[src/rtl/axi_rd_arbiter.sv]
// rtl/axi_rd_arbiter.sv - two-master round-robin AXI read arbiter with burst-length checking
module axi_rd_arbiter #(
  parameter int ADDR_W = 32,
  parameter int DATA_W = 32
) (
  input  logic                clk,
  input  logic                resetn,
  input  logic [1:0]          m_arvalid,
  input  logic [2*ADDR_W-1:0] m_araddr,
  input  logic [7:0]          m_arlen,
  input  logic [5:0]          m_arsize,
  input  logic [3:0]          m_arburst,
  output logic [1:0]          m_arready,
  output logic [DATA_W-1:0]   m_rdata,
  output logic [1:0]          m_rresp,
  output logic                m_rlast,
  output logic [1:0]          m_rvalid,
  input  logic [1:0]          m_rready,
  output logic                s_arvalid,
  output logic [ADDR_W-1:0]   s_araddr,
  output logic [3:0]          s_arlen,
  output logic [2:0]          s_arsize,
  output logic [1:0]          s_arburst,
  input  logic                s_arready,
  input  logic [DATA_W-1:0]   s_rdata,
  input  logic [1:0]          s_rresp,
  input  logic                s_rlast,
  input  logic                s_rvalid,
  output logic                s_rready,
  output logic                gnt,
  output logic                busy,
  output logic                len_err
);

  typedef enum logic [1:0] {IDLE, ADDR, DATA} state_e;

  state_e              state_q;
  logic                gnt_q;
  logic                prio_q;
  logic                len_err_q;
  logic [3:0]          beat_cnt_q;
  logic [ADDR_W-1:0]   araddr_q;
  logic [3:0]          arlen_q;
  logic [2:0]          arsize_q;
  logic [1:0]          arburst_q;
  logic                win_d;
  logic                beat_ok;

  // Single requester wins outright; under contention the priority pointer decides.
  always_comb begin
    win_d = prio_q;
    if (m_arvalid == 2'b01) win_d = 1'b0;
    else if (m_arvalid == 2'b10) win_d = 1'b1;
  end

  assign beat_ok = (state_q == DATA) && s_rvalid && s_rready;

  always_ff @(posedge clk) begin
    if (!resetn) begin
      state_q    <= IDLE;
      gnt_q      <= 1'b0;
      prio_q     <= 1'b0;
      len_err_q  <= 1'b0;
      beat_cnt_q <= 4'd0;
      araddr_q   <= '0;
      arlen_q    <= 4'd0;
      arsize_q   <= 3'd0;
      arburst_q  <= 2'd0;
    end else begin
      len_err_q <= 1'b0;
      case (state_q)
        IDLE: begin
          if (|m_arvalid) begin
            gnt_q     <= win_d;
            araddr_q  <= win_d ? m_araddr[2*ADDR_W-1:ADDR_W] : m_araddr[ADDR_W-1:0];
            arlen_q   <= win_d ? m_arlen[7:4]   : m_arlen[3:0];
            arsize_q  <= win_d ? m_arsize[5:3]  : m_arsize[2:0];
            arburst_q <= win_d ? m_arburst[3:2] : m_arburst[1:0];
            state_q   <= ADDR;
          end
        end
        ADDR: begin
          if (s_arready) begin
            beat_cnt_q <= 4'd0;
            state_q    <= DATA;
          end
        end
        DATA: begin
          if (beat_ok) begin
            if (beat_cnt_q != 4'hF) beat_cnt_q <= beat_cnt_q + 4'd1;
            if (s_rlast) begin
              len_err_q <= (beat_cnt_q != arlen_q);
              prio_q    <= ~gnt_q;
              state_q   <= IDLE;
            end else if (beat_cnt_q == arlen_q) begin
              // Overrun: flag it but keep forwarding until the bridge ends the burst.
              len_err_q <= 1'b1;
            end
          end
        end
        default: state_q <= IDLE;
      endcase
    end
  end

  assign s_arvalid = (state_q == ADDR);
  assign s_araddr  = araddr_q;
  assign s_arlen   = arlen_q;
  assign s_arsize  = arsize_q;
  assign s_arburst = arburst_q;
  assign m_arready = (s_arvalid && s_arready) ? (gnt_q ? 2'b10 : 2'b01) : 2'b00;

  assign s_rready  = (state_q == DATA) && m_rready[gnt_q];
  assign m_rvalid  = ((state_q == DATA) && s_rvalid) ? (gnt_q ? 2'b10 : 2'b01) : 2'b00;
  assign m_rdata   = s_rdata;
  assign m_rresp   = s_rresp;
  assign m_rlast   = s_rlast;

  assign gnt     = gnt_q;
  assign busy    = (state_q != IDLE);
  assign len_err = len_err_q;

endmodule

[config.mk]
export PLATFORM = sky130hd
export DESIGN_NAME = axi_rd_arbiter
export DESIGN_NICKNAME = d
export VERILOG_FILES = /design/src/rtl/axi_rd_arbiter.sv
export SDC_FILE = /design/constraint.sdc
export NUM_CORES = 1
export LEC_CHECK = 0
export BUFFER_PORTS_ARGS = -buffer_cell sky130_fd_sc_hd__buf_2
export CORE_AREA = 2 2 81 83
export DETAILED_ROUTE_END_ITERATION = 7
export DIE_AREA = 0 0 83 85
export PLACE_DENSITY = 0.94
export SLEW_MARGIN = 5
export SYNTH_ARGS = -nofsm -noshare
export SYNTH_HDL_FRONTEND = slang
export SYNTH_SLANG_ARGS = --single-unit
[constraint.sdc]
create_clock -name clk -period 2.4 [get_ports clk]
set_input_delay 0.12 -clock clk [delete_from_list [all_inputs] [get_ports clk]]
set_output_delay 0.12 -clock clk [all_outputs]
set_load 0.03 [all_outputs]
==> flow_summary.yaml <==
logic_synthesis:
  synth_edf_count: 0
  muxShareOfSynthArea_pct: 17.04
  synth_seq_cells: 50
  synthCells: 281
  ys.flop_type: "dfxtp_1"
  ys_warn_count: 0
  synthAdderAreaFrac_pct: 0.8815
  async_flop_share_pct: 0
  yosys.area_share.simple_pct: 6.611
  ys_types: 34
  synth_area_um2: 2555
  syn_avg_cell_area_um2: 9.092
  yosys-top-cells-area: "dfxtp_1 39%, mux2i_1 16%, buf_4 11%, a21oi_1 8.8%, o21ai_0 8.0%"
  yosysMostFrequentCell: "dfxtp_1"
  synth_xor_area_share_pct: 1.714
  synth_commonest_cells: "50 x dfxtp_1, 45 x a21oi_1, 42 x mux2i_1"
  syn_nets: 407
  seq_area_frac_synth_pct: 39.18
  synth_area_leader_cell: "dfxtp_1"
  synth_top_family_by_area: "compound AO/OA/AOI/OAI gates"
  synth_top_area_share_pct: 39.18
  synth-compound-area-share_pct: 19.10
routing:
  final_antenna_net_count: 0
  totalWireLength_um: 6586
  drtPass1Iterations: 4
  drtIter0Drc: 90
  num_vias: 2321
  drt-wirelength-per-cell_um: 14.47
  drc_errors: 0
  vias_per_cell: 5.101
job:
  maxCapViolCount: 0
setup_path:
  worst_setup_path_end_kind: "output port"
  startpoint_type: "flop"
  path_buf_inv: 1
  worst-endpoint-required_ns: 2.28
  path_max_fanout: 8
  arrival_ns: 1.47
  cpPeakStageDelay_ns: 0.48
  cpMaxStageDelayCell: "dfxtp_1"
  crit_type: "flop to output port"
  crit_family: "flip-flops"
  crit_chain: "mux2_4 > and2_2 > buf_2"
clock_tree:
  cts-root-buf: "clkbuf_8"
  cts_resized: 0
  clock_path_buffers: 2
  clk_latency_ns: 0.30
  cts.sinks: 50
  numCtsBuffers: 5
  holdBufCountCts: 0
  cts.clk_slew.worst_paths_ns: 0.09
  postCtsSetupRepairBufs: 0
  cts_tree: "yes"
  h-tree-depth: 2
floorplanning:
  ios: 210
  die_x_um: 83
  die_y_um: 85
  initial_core_util_pct: 41.18
  rows: 29
  die-area_um2: 7055
  core_um2: 6205
pwr:
  p_sw_mw: 0.7218
  p_seq_share_pct: 44.6
  ir_drop_uv: 361.6
  clkPwrFrac_pct: 26.2
  power.leakage_nw: 1.500
  switching_share_pct: 33.08
  intPower_mw: 1.460
  p_comb_share_pct: 29.2
  power_density_nw_per_um2: 699.2
global_routing:
  grt-ovfl-total: 0
  grt.busiest_layer: "met2"
  grt_usage_pct: 17.87
  grt_pass1_wl_um: 10330
  use_met2_pct: 35.26
  met1_usage_pct: 17.56
  grt_start_max_net_pins: 47
  met3_usage_pct: 5.545
  antenna_found_initial: 0
  grt_pass1_vias: 2212
sta:
  post-route-period-util_pct: 66.38
  rsz0062_at_grt: "no"
  slew_headroom_pct: 54.98
  finalHoldViolCount: 0
  tightest_slew_ns: 0.6753
  slew_viol_final: 0
  finClkSkew_ns: 0.008699
  max_freq_mhz: 627.7
  totalNegativeSetupSlack_ns: 0
  finalCriticalPeriod_ns: 1.593
  setup_viol: 0
cells_and_area:
  insertedDiodeCount: 0
  fin_util_pct: 50.29
  drive_above_1_share_pct: 42.59
  fin_nets: 503
  area_delta_synth_final_pct: 22.14
run_status:
  status: "finished, final reports clean"
placed_design:
  port_buffers: 141
  place.gp.congestion: 0.8384
  dp_hpwl_um: 5115
hold_path:
  hold_class: "input port to flop"
cell usage in the layout, fill, tap and decap left out, types with 2 or more instances in the layout:
master,n
buf_2,141
and2_2,2
o21ai_1,2
clkbuf_1,2
nand3_1,5
nor2_1,6
clkbuf_8,5
nand2_1,4
and2b_2,2
a21oi_1,45
o21ai_0,41
mux2i_1,42
buf_4,2
and3_2,2
xnor2_1,5
inv_1,3
dfxtp_1,50
cell families after synthesis:
family,Yosys count
and+or+nand+nor,30
muxes,43
adders and majority gates,2
AOI/OAI and AO/OA,93
xor gates and xnor gates,5
DFF,50
buffers and inverters,58
stage by stage:
stage               setup WS, ns  instance area [um^2]  power [mW]  std cells  hold slack, ns
finish                    0.8070                  3120       2.182        455          0.1015
global route              0.7307                  3120       2.299        455         0.09306
CTS                       0.7974                  3120       2.214        455         0.08789
detailed placement        0.8924                  3014       1.634        447          0.2402
global placement          0.9973                  3014       1.608        447          0.2402
floorplan                 0.8566                  2555       1.525        281          0.2345
power groups by stage:
stage	Combinational [mW]	Sequential, mW	Clock, mW
5_1_grt	0.688	0.985	0.625
2_1_floorplan	0.362	1.16	0
4_1_cts	0.644	0.974	0.596
3_5_place_dp	0.643	0.990	0
3_3_place_gp	0.620	0.988	0
6_report	0.637	0.972	0.573
state kept, by name, indices dropped and copies added, names as in the netlist:
name and count:
s_araddr 32, beat_cnt_q 4, s_arlen 4, s_arsize 3, s_arburst 2, state_q 2, gnt 1, len_err 1
prio_q 1
per-layer routing:
layer / part of all wire, % / wire length [um] / vias up
met5: 0 / 0 / -
met4: 2.2 / 148 / 0
met3: 8.2 / 537 / 13
met2: 55 / 3601 / 128
met1: 35 / 2298 / 1039
li1: - / - / 1141
final timing paths:
check | slack, ns | to | cells past startpoint | start
worst min-delay path | 0.10 | prio_q | 2 | s_rlast
worst min register to register | 0.52 | prio_q | 2 | prio_q
worst max register to register | 0.89 | s_araddr[15] | 5 | state_q[1]
worst max-delay path | 0.81 | s_rready | 3 | gnt
final cells by class:
cell class / instances / area [um^2]
inverter: 3 / 11.26
timing repair buffer: 144 / 740.7
tap: 77 / 96.34
clock inverter: 1 / 30.03
sequential: 50 / 1001
clock buffer: 7 / 76.32
fill: 579 / 3084
multi-input combinational: 173 / 1165
(Power assumes the default switching activity.)
